<file path="config.mk">
export PLATFORM = sky130hd
export DESIGN_NAME = inst_fetcher
export DESIGN_NICKNAME = d
export VERILOG_FILES = /design/src/rtl/inst_fetcher.sv
export SDC_FILE = /design/constraint.sdc
export NUM_CORES = 1
export LEC_CHECK = 0
export ABC_AREA = 1
export ABC_CLOCK_PERIOD_IN_PS = 16400
export CAP_MARGIN = 20
export CORE_ASPECT_RATIO = 1.5
export CORE_MARGIN = 4
export CORE_UTILIZATION = 45
export DETAILED_ROUTE_END_ITERATION = 7
export PLACE_DENSITY = 0.71
export REMOVE_ABC_BUFFERS = 1
export SLEW_MARGIN = 20
export SYNTH_ARGS = -nofsm -noshare
export SYNTH_HDL_FRONTEND = slang
export SYNTH_SLANG_ARGS = --single-unit
export TNS_END_PERCENT = 5
</file>
<file path="constraint.sdc">
create_clock -name clk -period 16.4 [get_ports clk]
set_input_delay 4.92 -clock clk [delete_from_list [all_inputs] [get_ports clk]]
set_output_delay 4.92 -clock clk [all_outputs]
set_load 0.02 [all_outputs]
</file>
<file path="src/rtl/inst_fetcher.sv">
// rtl/inst_fetcher.sv - RV32I fetch stage assembling four byte reads into one instruction word
// Optional direct-mapped word I-cache is compiled in when IF_ICACHE_EN is defined.
module inst_fetcher #(
   parameter logic [31:0] RESET_PC     = 32'h0,
   parameter int          ICACHE_LINES = 16
) (
   input  logic        clk,
   input  logic        rst,
   input  logic        jump_en,
   input  logic [31:0] jump_pc,
   output logic        inst_valid,
   input  logic        inst_ready,
   output logic [31:0] inst_pc,
   output logic [31:0] inst,
   output logic        mem_req,
   output logic [31:0] mem_addr,
   input  logic        mem_gnt,
   input  logic        mem_rvalid,
   input  logic [7:0]  mem_rdata
);
   typedef enum logic {S_FETCH = 1'b0, S_HOLD = 1'b1} state_t;

   state_t      state, state_n;
   logic [31:0] pc, pc_n, word_n, hit_word, mem_addr_n;
   logic [2:0]  req_cnt, rsp_cnt, stale_cnt;
   logic [2:0]  req_cnt_n, rsp_cnt_n, stale_n, outstanding;
   logic [3:0]  stale_sum;
   logic        granted, rsp_take, rsp_drop, fill_done, handshake, cache_hit, mem_req_n;

   if (ICACHE_LINES < 2 || (ICACHE_LINES & (ICACHE_LINES - 1)) != 0) begin : g_lines_check
      $error("ICACHE_LINES must be a power of 2");
   end

   always_ff @(posedge clk or posedge rst) begin
      if (rst) state <= S_FETCH;
      else     state <= state_n;
   end

   always_comb begin
      state_n = state;
      if (jump_en) begin
         state_n = S_FETCH;
      end else begin
         case (state)
            S_FETCH: if (fill_done || cache_hit) state_n = S_HOLD;
            S_HOLD:  if (handshake) state_n = S_FETCH;
            default: state_n = S_FETCH;
         endcase
      end
   end

   // Responses owed to an abandoned fetch are swallowed before any byte is assembled.
   always_comb begin
      granted     = mem_req & mem_gnt;
      handshake   = inst_valid & inst_ready;
      rsp_drop    = mem_rvalid && (stale_cnt != 3'd0);
      rsp_take    = mem_rvalid && (stale_cnt == 3'd0) && (state == S_FETCH) && (rsp_cnt != 3'd4);
      fill_done   = rsp_take && (rsp_cnt == 3'd3);
      req_cnt_n   = req_cnt + {2'b00, granted};
      rsp_cnt_n   = rsp_cnt + {2'b00, rsp_take};
      word_n      = inst;
      if (rsp_take) word_n[{rsp_cnt[1:0], 3'b000} +: 8] = mem_rdata;
      outstanding = req_cnt_n - rsp_cnt_n;
      stale_sum   = {1'b0, stale_cnt} - {3'b000, rsp_drop} + (jump_en ? {1'b0, outstanding} : 4'd0);
      stale_n     = (stale_sum > 4'd7) ? 3'd7 : stale_sum[2:0];
      if (jump_en)        pc_n = {jump_pc[31:2], 2'b00};
      else if (handshake) pc_n = pc + 32'd4;
      else                pc_n = pc;
      mem_req_n   = (state == S_FETCH) && !jump_en && !cache_hit && (req_cnt_n != 3'd4);
      mem_addr_n  = (state == S_FETCH && !jump_en) ? pc + {29'd0, req_cnt_n} : pc_n;
   end

   always_ff @(posedge clk or posedge rst) begin
      if (rst) begin
         pc         <= RESET_PC;
         req_cnt    <= 3'd0;
         rsp_cnt    <= 3'd0;
         stale_cnt  <= 3'd0;
         inst_valid <= 1'b0;
         inst       <= 32'd0;
         inst_pc    <= RESET_PC;
         mem_req    <= 1'b0;
         mem_addr   <= 32'd0;
      end else begin
         pc        <= pc_n;
         stale_cnt <= stale_n;
         mem_req   <= mem_req_n;
         mem_addr  <= mem_addr_n;
         if (jump_en) begin
            req_cnt    <= 3'd0;
            rsp_cnt    <= 3'd0;
            inst_valid <= 1'b0;
         end else if (state == S_HOLD) begin
            if (handshake) begin
               inst_valid <= 1'b0;
               req_cnt    <= 3'd0;
               rsp_cnt    <= 3'd0;
            end
         end else if (cache_hit) begin
            inst       <= hit_word;
            inst_pc    <= pc;
            inst_valid <= 1'b1;
            req_cnt    <= 3'd4;
            rsp_cnt    <= 3'd4;
         end else begin
            req_cnt <= req_cnt_n;
            rsp_cnt <= rsp_cnt_n;
            inst    <= word_n;
            if (fill_done) begin
               inst_valid <= 1'b1;
               inst_pc    <= pc;
            end
         end
      end
   end

`ifdef IF_ICACHE_EN
   localparam int IDX_W = $clog2(ICACHE_LINES);
   localparam int TAG_W = 30 - IDX_W;

   logic [31:0]             line_data [ICACHE_LINES];
   logic [TAG_W-1:0]        line_tag  [ICACHE_LINES];
   logic [ICACHE_LINES-1:0] line_vld;
   logic [IDX_W-1:0]        idx;
   logic [TAG_W-1:0]        tag;
   logic                    first_cycle, fill_wr;

   // Lookup only in the entry cycle: no byte issued yet and nothing granted.
   assign idx         = pc[2 +: IDX_W];
   assign tag         = pc[31 -: TAG_W];
   assign first_cycle = (state == S_FETCH) && (req_cnt == 3'd0) && !mem_req;
   assign cache_hit   = first_cycle && line_vld[idx] && (line_tag[idx] == tag);
   assign hit_word    = line_data[idx];
   assign fill_wr     = fill_done && !jump_en;

   always_ff @(posedge clk or posedge rst) begin
      if (rst)          line_vld      <= '0;
      else if (fill_wr) line_vld[idx] <= 1'b1;
   end

   always_ff @(posedge clk) begin
      if (fill_wr) begin
         line_data[idx] <= word_n;
         line_tag[idx]  <= tag;
      end
   end
`else
   assign cache_hit = 1'b0;
   assign hit_word  = 32'd0;
`endif

endmodule

</file>
==> results of run 1 <==
==> metal layers <==
layer / track usage, % / wire length [µm] / vias to the layer above / part of all wire, %
met4: 9.79 / 626 / 0 / 3.2
met3: 4.25 / 883 / 39 / 4.5
met2: 39.3 / 10300 / 207 / 52
met1: 25.4 / 7910 / 3080 / 40
li1: - / - / 3216 / -
met5: 0 / 0 / - / 0
==> cells in the final DEF (no fill, tap or decap), types with 5 or more instances in the layout <==
master,n
nand4_1,9
buf_4,5
nand3_1,83
clkinv_2,6
ha_1,19
inv_1,71
or2_2,13
o21ai_1,14
dfrtp_1,140
nor2_2,10
o21ai_0,79
clkbuf_16,17
nand2_1,319
clkdlybuf4s50_1,140
xor2_1,19
xnor2_1,10
nor2_4,11
nor2_1,44
==> area by class of cell <==
cell class,instances,area share [%]
repair buffers,146,15.2
clock buffers,21,5.07
flip-flops and latches,140,36.9
clock inverters,10,0.673
inverters,77,3.10
multi-input cells,673,36.3
well taps,206,2.72
==> flip-flops by register name, indices dropped and copies added, names as in the netlist <==
signal / flops
mem_req: 1
inst: 32
req_cnt: 3
rsp_cnt: 3
pc: 32
state: 1
mem_addr: 32
stale_cnt: 3
inst_valid: 1
inst_pc: 32
==> power groups by stage <==
| stage | Combinational (mW) | Clock [mW] | Sequential [mW] |
|---|---|---|---|
| floorplan | 0.0771 | 0 | 0.404 |
| global placement | 0.150 | 0 | 0.394 |
| detailed placement | 0.155 | 0 | 0.394 |
| CTS | 0.155 | 0.363 | 0.388 |
| global route | 0.171 | 0.378 | 0.391 |
| finish | 0.153 | 0.356 | 0.388 |
==> per-stage QoR <==
step / hold slack, ns / total power [mW] / worst slack, ns
final: 0.484 / 0.897 / 8.51
after global routing: 0.501 / 0.940 / 8.26
after CTS: 0.487 / 0.907 / 8.50
after detailed placement: 0.472 / 0.549 / 8.04
after global placement: 0.466 / 0.544 / 8.10
after floorplan: 0.472 / 0.481 / 7.73
==> worst max-delay path by stage <==
stage          slack [ns]  cells past startpoint        from                endpoint
3_5_place_dp         8.04                     14  mem_rvalid  stale_cnt[2]$_DFF_PP0_
6_report             8.51                     15  mem_rvalid  stale_cnt[0]$_DFF_PP0_
2_1_floorplan        7.73                      1         rst     inst[0]$_DFFE_PP0P_
4_1_cts              8.50                     14  mem_rvalid  stale_cnt[2]$_DFF_PP0_
5_1_grt              8.26                     15  mem_rvalid  stale_cnt[2]$_DFF_PP0_
3_3_place_gp         8.10                     14  mem_rvalid  stale_cnt[1]$_DFF_PP0_
==> critical path: stages <==
cell and delay (ns):
clkdlybuf4s50_1 0.47, nand3_1 0.11, nor3_4 0.28, ha_1 0.32
ha_1 0.21, fa_1 0.41, or2_2 0.30, nand3_1 0.07
ha_1 0.23, inv_1 0.06, ha_1 0.26, a21oi_1 0.14
nand2_1 0.07, xnor2_1 0.23, nand2_1 0.08
==> kinds of logic (layout without fill, tap and decap cells) <==
| logic type | count (synthesis) | count (layout) | synth area share [%] |
|---|---|---|---|
| XOR/XNOR | 29 | 29 | 3.45 |
| buffers and inverters | 104 | 254 | 5.68 |
| AO/OA/AOI/OAI | 114 | 114 | 8.31 |
| adder cells (fa/ha/maj) | 22 | 22 | 4.05 |
| AND/OR/NAND/NOR | 508 | 508 | 30.9 |
| flip-flops | 140 | 140 | 47.6 |
==> impl_metrics.tcl, run 1 <==
set metrics [dict create \
    status "completed" \
    register_area_mm2 0.00350 \
    cts_buffer_depth 2 \
    dieWidth_um 112 \
    p_comb_share_pct 17.1 \
    drt_pass1_iterations 5 \
    synth_area_mm2 0.00736 \
    synth_cells 917 \
    period_share_pct 48.1 \
    antenna_cells 0 \
    power.switching_uw 256 \
    power.share.switching_pct 28.6 \
    p_seq_share_pct 43.3 \
    required_ns 16.69 \
    clk_pin_slew_ns 0.06 \
    drv_slew 0 \
    power.density_mw_per_mm2 94.6 \
    wl_per_cell_um 15.5 \
    grt_usage_pct 22.0 \
    utilization_pct 58.8 \
    ys_warn_count 0 \
    yosysMostFrequentCell "nand2_1" \
    ant_nets 0 \
    cp.arrival_ns 8.17 \
    min_to "inst[25]$_DFFE_PP0P_" \
    reg2reg_depth 17 \
    ys_seq_area_share_pct 47.6 \
    pin_count 144 \
    synth_edf_count 0 \
    synth_top_area_share_pct 47.6 \
    grt_pass1_wl_mm 32.4 \
    ys_ff_latch 140 \
    core_mm2 0.0161 \
    cts_resized 0 \
    r2r_slack_ns 12.58 \
    nets 1123 \
    synth_cell_types 40 \
    dpl_cell_area_mm2 0.00894 \
    first_iter_violations 379 \
    critPathKind "input pin to register" \
    numCtsBuffers 17 \
    synth_common_cells "319 x nand2_1, 140 x dfrtp_1, 83 x nand3_1" \
    finalHoldViolCount 0 \
    cap_violations 0 \
    setup_violations 0 \
    grt_max_degree 80 \
    tightestPinTransition_ns 0.819 \
    postCtsHoldBufs 0 \
    setup_tns_ns 0 \
    async_flop_share_pct 100 \
    cp_max_fo 4 \
    p_int_uw 641 \
    via_per_inst 5.14 \
    period_needed_ns 7.89 \
    placementRows 57 \
    cts_setup_buffers 0 \
    fillCellCount 1470 \
    multi_input_area_mm2 0.00344 \
    reg2reg_to "stale_cnt[0]$_DFF_PP0_" \
    hold_depth 2 \
    rsz0062_at_grt "false" \
    portBuffers 141 \
    synth.avg_cell_area_um2 8.03 \
    fin_area_mm2 0.00948 \
    min_from "inst[25]$_DFFE_PP0P_" \
    first_global_vias 6588 \
    cts_root_buf "clkbuf_16" \
    critPathCaptureType "register" \
    vias 6542 \
    cellLeakagePower_nw 4.57 \
    yosysTopAreaCell "dfrtp_1" \
    rr_startpoint "rsp_cnt[0]$_DFFE_PP0P_" \
    die-area_mm2 0.0185 \
    synth_ff_type "dfrtp_1" \
    placed_cells 1242 \
    synth.area.top_cells "dfrtp_1 48%, nand2_1 16%, nand3_1 5.6%" \
    htree_levels 4 \
    ir_drop_v 0.0000511 \
    skew_ns 0.0119 \
    dieHeight_um 165 \
    overflow 0 \
    hold_class "register to register" \
    startpoint_type "input pin" \
    place_hpwl_mm 14.1 \
    relSlewSlack_pct 45.3 \
    cts_tree "done" \
    cts_sinks 140 \
    drive_above_1_share_pct 8.34 \
    finalWeightedCongestion 0.923 \
    start_util_pct 45.7 \
    fmax_mhz 127 \
    insertion_delay_ns 0.42 \
    antenna_found_initial 0 \
    clkPwrFrac_pct 39.7 \
    drc_errors 0 \
    fin_cells 1273 \
    area_growth_pct 28.8 \
    wirelength_mm 19.7 \
]
No activity file was read; power rests on OpenSTA's default activity.
==> inputs of run 2 (changes only) <==
Settings changed: ABC_CLOCK_PERIOD_IN_PS 16400 to 6700, PLACE_DENSITY 0.71 to 0.74.
Clock period 16.4 ns to 6.7 ns, I/O delays scaled along.
==> run 2 against run 1 <==
  * Cell count is essentially flat
  * Cell area rose by 0.22%
  * Sequential share of layout area decreased by 0.083 points
  * Utilization up 0.13 points
  * Global-route usage increased by 0.22 points
  * Wire length down 0.47%
  * Worst hold slack about the same
  * Clock power rose to 2.6 times the previous value
  * Register-to-register slack worse by 9.8 ns
  * Setup slack got worse by 6.9 ns
==> impl_metrics.tcl, run 2 (synthesis results as in run 1) <==
set metrics [dict create \
    drt_pass1_iterations 5 \
    rsz0062_at_grt "false" \
    via_per_inst 5.15 \
    critPathKind "input pin to register" \
    period_needed_ns 5.07 \
    insertion_delay_ns 0.42 \
    p_comb_share_pct 16.7 \
    clk_pin_slew_ns 0.06 \
    antenna_cells 0 \
    power.share.switching_pct 29.5 \
    finalHoldViolCount 0 \
    ir_drop_v 0.000200 \
    antenna_found_initial 0 \
    setup_violations 0 \
    portBuffers 141 \
    wirelength_mm 19.6 \
    final_common_cell "nand2_1" \
    tightestPinTransition_ns 0.989 \
    startpoint_type "input pin" \
    ant_nets 0 \
    grt_usage_pct 22.2 \
    hold_class "register to register" \
    layout_common_cells "319 x nand2_1, 140 x clkdlybuf4s50_1, 140 x dfrtp_1, 83 x nand3_1, 79 x o21ai_0" \
    setup_tns_ns 0 \
    first_global_vias 6699 \
    cts_buffer_depth 2 \
    dieHeight_um 165 \
    die-area_mm2 0.0185 \
    grt_max_degree 106 \
    grt_pass1_wl_mm 32.7 \
    area_growth_pct 29.1 \
    cts_tree "done" \
    critPathCaptureType "register" \
    cap_violations 0 \
    wl_per_cell_um 15.4 \
    cellLeakagePower_nw 4.57 \
    drv_slew 0 \
    power.switching_uw 658 \
    htree_levels 4 \
    first_iter_violations 400 \
    pin_count 144 \
    dpl_cell_area_mm2 0.00894 \
    postCtsHoldBufs 0 \
    cts_setup_buffers 0 \
    cp.arrival_ns 5.36 \
    placementRows 57 \
    power.density_mw_per_mm2 235 \
    required_ns 6.99 \
    core_mm2 0.0161 \
    cts_root_buf "clkbuf_16" \
    p_int_mw 1.58 \
    start_util_pct 45.7 \
    p_seq_share_pct 42.6 \
    clkPwrFrac_pct 40.7 \
    numCtsBuffers 17 \
    drive_above_1_share_pct 8.43 \
    cp_max_fo 4 \
    drc_errors 0 \
    cts_resized 0 \
    overflow 0 \
    dieWidth_um 112 \
    finalWeightedCongestion 0.883 \
    skew_ns 0.0146 \
    place_hpwl_mm 13.8 \
    nets 1123 \
    fmax_mhz 197 \
    cts_sinks 140 \
    status "completed" \
    vias 6565 \
    period_share_pct 75.6 \
    fin_area_mm2 0.00950 \
    relSlewSlack_pct 34.1 \
    r2r_slack_ns 2.78 \
]
-- run 2: changes by cell type in the layout (fill, tap and decap cells not counted), sizes merged --
cell,previous run,this run
clkinvlp,1,3
inv,79,80
clkbuf,21,17
clkinv,7,8
bufinv,0,1
-- run 2: layer usage --
layer	track usage, %	routed length (µm)	vias to the layer above	share of wire, %
met1	25.7	7850	3095	40
li1	-	-	3216	-
met5	0	0	-	0
met3	3.92	807	46	4.1
met2	40.6	10400	208	53
met4	8.53	550	0	2.8
-- run 2: worst max-delay path, stage by stage --
cell             delay, ns
clkdlybuf4s50_1       0.47
nand3_1               0.11
nor3_4                0.29
ha_1                  0.31
ha_1                  0.20
fa_1                  0.43
or2_2                 0.32
nand3_1               0.10
ha_1                  0.24
inv_1                 0.06
ha_1                  0.26
a21oi_1               0.17
nand2_1               0.08
xnor2_1               0.23
nand2_1               0.07
-- run 2: final cells by class --
cell class / instances / area, µm²
clock buffers: 17 / 425
clock inverters: 15 / 140
fillers: 1486 / 6620
inverters: 77 / 294
multi-input cells: 673 / 3440
flip-flops and latches: 140 / 3500
well taps: 206 / 258
repair buffers: 146 / 1440
-- run 2: metrics by stage --
step,worst slack [ns],hold slack (ns),power [mW],util [%],std cells
floorplan,0.937,0.472,1.18,-,890
global placement,1.34,0.465,1.33,55.4,1242
detailed placement,1.25,0.472,1.34,55.4,1242
CTS,1.67,0.487,2.25,59.0,1274
global route,1.48,0.501,2.34,59.0,1274
finish,1.63,0.483,2.23,59.0,1274
-- run 2: worst paths after layout --
| path | startpoint | end | cells after the start |
|---|---|---|---|
| setup / recovery | mem_rvalid | stale_cnt[0]$_DFF_PP0_ | 15 |
| hold / removal | inst[29]$_DFFE_PP0P_ | inst[29]$_DFFE_PP0P_ | 2 |
| setup reg to reg | rsp_cnt[0]$_DFFE_PP0P_ | stale_cnt[0]$_DFF_PP0_ | 17 |
| hold reg to reg | inst[29]$_DFFE_PP0P_ | inst[29]$_DFFE_PP0P_ | 2 |
| max in group asynchronous | rst | inst[27]$_DFFE_PP0P_ | 3 |
| min in group asynchronous | rst | pc[30]$_DFF_PP0_ | 2 |
-- run 2: power groups by stage --
stage                     clock network, mW  registers [mW]  logic, mW
after floorplan                           0           0.990      0.189
after global placement                    0           0.964      0.367
after detailed placement                  0           0.964      0.377
after CTS                             0.922           0.950      0.378
after global routing                  0.961           0.959      0.419
final                                 0.909           0.951      0.374
==> inputs of run 3 (changes only) <==
Settings changed: ABC_CLOCK_PERIOD_IN_PS 6700 to 4110.
Clock period 6.7 ns to 4.11 ns, I/O delays scaled along.
==> run 3 against run 2 <==
  * Die area unchanged
  * Power increased by 71%
  * Highest routed layer unchanged
  * Critical endpoint unchanged
  * Global-route usage down 0.38 points
  * Critical path type unchanged
==> impl_metrics.tcl, run 3 (synthesis results as in run 1) <==
set metrics [dict create \
    power.switching_mw 1.10 \
    wirelength_mm 19.7 \
    cp_slowest_cell "clkdlybuf4s50_1" \
    cellLeakagePower_nw 4.64 \
    dr.max_layer_used "met4" \
    utilization_pct 60.1 \
    vias 6618 \
    numCtsBuffers 17 \
    layout_common_cells "318 x nand2_1, 140 x clkdlybuf4s50_1, 140 x dfrtp_1, 82 x nand3_1, 79 x o21ai_0" \
    ant_nets 0 \
    dr_wl_met3_um 868 \
    ir_drop_v 0.000343 \
    required_ns 4.41 \
    power.density_mw_per_mm2 395 \
    cp_max_fo 3 \
    drc_errors 0 \
    critPathCaptureType "register" \
    dr_wl_met2_mm 10.3 \
    cp_cell_sequence "clkdlybuf4s50_1, nand3_2, nor3_4, ha_4, ha_1, fa_1, or2_2, ha_1, inv_1, ha_1, nand3_1, nand2_2, xnor2_2, nand2_1" \
    cap_violations 0 \
    first_iter_violations 339 \
    critPathKind "input pin to register" \
    antenna_found_initial 0 \
    placementRows 57 \
    period_needed_ns 3.96 \
    drv_slew 0 \
    cts_buffer_depth 2 \
    cts_sinks 140 \
    p_int_mw 2.73 \
    die-area_mm2 0.0185 \
    hold_class "register to register" \
    cp-startpoint "mem_rvalid" \
    area_growth_pct 31.6 \
    fmax_mhz 252 \
    tightestPinTransition_ns 0.932 \
    via_per_inst 5.15 \
    portBuffers 141 \
    finalWeightedCongestion 0.901 \
    nets 1133 \
    drive_above_1_share_pct 9.93 \
    drt_pass1_iterations 5 \
    min_from "inst[28]$_DFFE_PP0P_" \
    cts_root_buf "clkbuf_16" \
    dpl_cell_area_mm2 0.00902 \
    setup_violations 0 \
    wl_per_cell_um 15.3 \
    period_share_pct 96.4 \
    grt_usage_pct 21.8 \
    clkPwrFrac_pct 41.9 \
    final_common_cell "nand2_1" \
    cp.buffers_inverters 2 \
    p_seq_share_pct 40.5 \
    p_comb_share_pct 17.6 \
    cp_top_family "adder cells" \
    hold_slack_ns 0.483 \
    cp.arrival_ns 4.27 \
    overflow 0 \
    critPathMaxStageDelay_ns 0.49 \
    wl_met1_mm 7.89 \
    skew_ns 0.0143 \
    status "completed" \
    pin_count 144 \
    start_util_pct 45.7 \
    startpoint_type "input pin" \
    rr_startpoint "rsp_cnt[0]$_DFFE_PP0P_" \
    finalHoldViolCount 0 \
    core_mm2 0.0161 \
    antenna_cells 0 \
    rsz0062_at_grt "false" \
    insertion_delay_ns 0.43 \
    fin_area_mm2 0.00968 \
    clk_pin_slew_ns 0.06 \
    htree_levels 4 \
    power.share.switching_pct 28.6 \
    cts_tree "done" \
    grt_max_degree 55 \
    relSlewSlack_pct 37.5 \
    postCtsHoldBufs 0 \
    first_global_vias 6620 \
    path_common_cell "ha_1" \
    place_hpwl_mm 14.2 \
    dieWidth_um 112 \
    dieHeight_um 165 \
    grt_pass1_wl_mm 31.9 \
]
[run 3: path summary, 6_finish.rpt]
| check | end | depth (start not counted) | slack, ns |
|---|---|---|---|
| setup / recovery | stale_cnt[0]$_DFF_PP0_ | 14 | 0.15 |
| hold / removal | inst[28]$_DFFE_PP0P_ | 2 | 0.48 |
| setup reg to reg | stale_cnt[0]$_DFF_PP0_ | 16 | 0.54 |
| hold reg to reg | inst[28]$_DFFE_PP0P_ | 2 | 0.48 |
| max in group asynchronous | mem_addr[11]$_DFF_PP0_ | 3 | 2.17 |
| min in group asynchronous | inst[22]$_DFFE_PP0P_ | 2 | 1.23 |
[run 3: routing by layer]
layer | GRT usage, % | vias to the layer above
met1 | 25.3 | 3126
met2 | 39.3 | 213
li1 | - | 3238
met3 | 3.45 | 41
met4 | 10.2 | 0
met5 | 0 | -
[run 3: cell type report]
| cell class | instances | area (µm²) |
|---|---|---|
| Inverter | 77 | 294 |
| Timing Repair Buffer | 156 | 1530 |
| Clock buffer | 17 | 425 |
| Clock inverter | 15 | 188 |
| Tap cell | 206 | 258 |
| Multi-Input combinational cell | 673 | 3480 |
| Fill cell | 1481 | 6440 |
| Sequential cell | 140 | 3500 |
[run 3: worst reg2reg max path: cells and delay by family (launching register included)]
family                     cells  cell delay [ns]
adders and majority gates      6             1.73
and+or+nand+nor                6             0.80
DFF                            1             0.49
buffers and inverters          3             0.25
xor gates and xnor gates       1             0.19
[run 3: power by group through the flow]
stage / clock (mW) / sequential, mW / combinational, mW
global route: 1.69 / 1.56 / 0.747
detailed placement: 0 / 1.57 / 0.642
floorplan: 0 / 1.61 / 0.308
finish: 1.60 / 1.55 / 0.674
global placement: 0 / 1.57 / 0.623
CTS: 1.63 / 1.55 / 0.643
[run 3: stage by stage]
| stage | cells | setup slack (ns) | total power, mW | TNS (ns) |
|---|---|---|---|---|
| floorplan | 890 | -0.876 | 1.92 | -122.62 |
| global placement | 1252 | -0.256 | 2.19 | -0.761 |
| detailed placement | 1252 | -0.356 | 2.21 | -1.08 |
| CTS | 1284 | 0.0866 | 3.82 | 0 |
| global route | 1284 | 0.0136 | 4.00 | 0 |
| finish | 1284 | 0.148 | 3.83 | 0 |
[run 3: repair_timing]
action	CTS	global route
buffers inserted	0	0
endpoints found under the setup margin	0	3
gates resized for setup	0	7
hold endpoints to repair	0	0
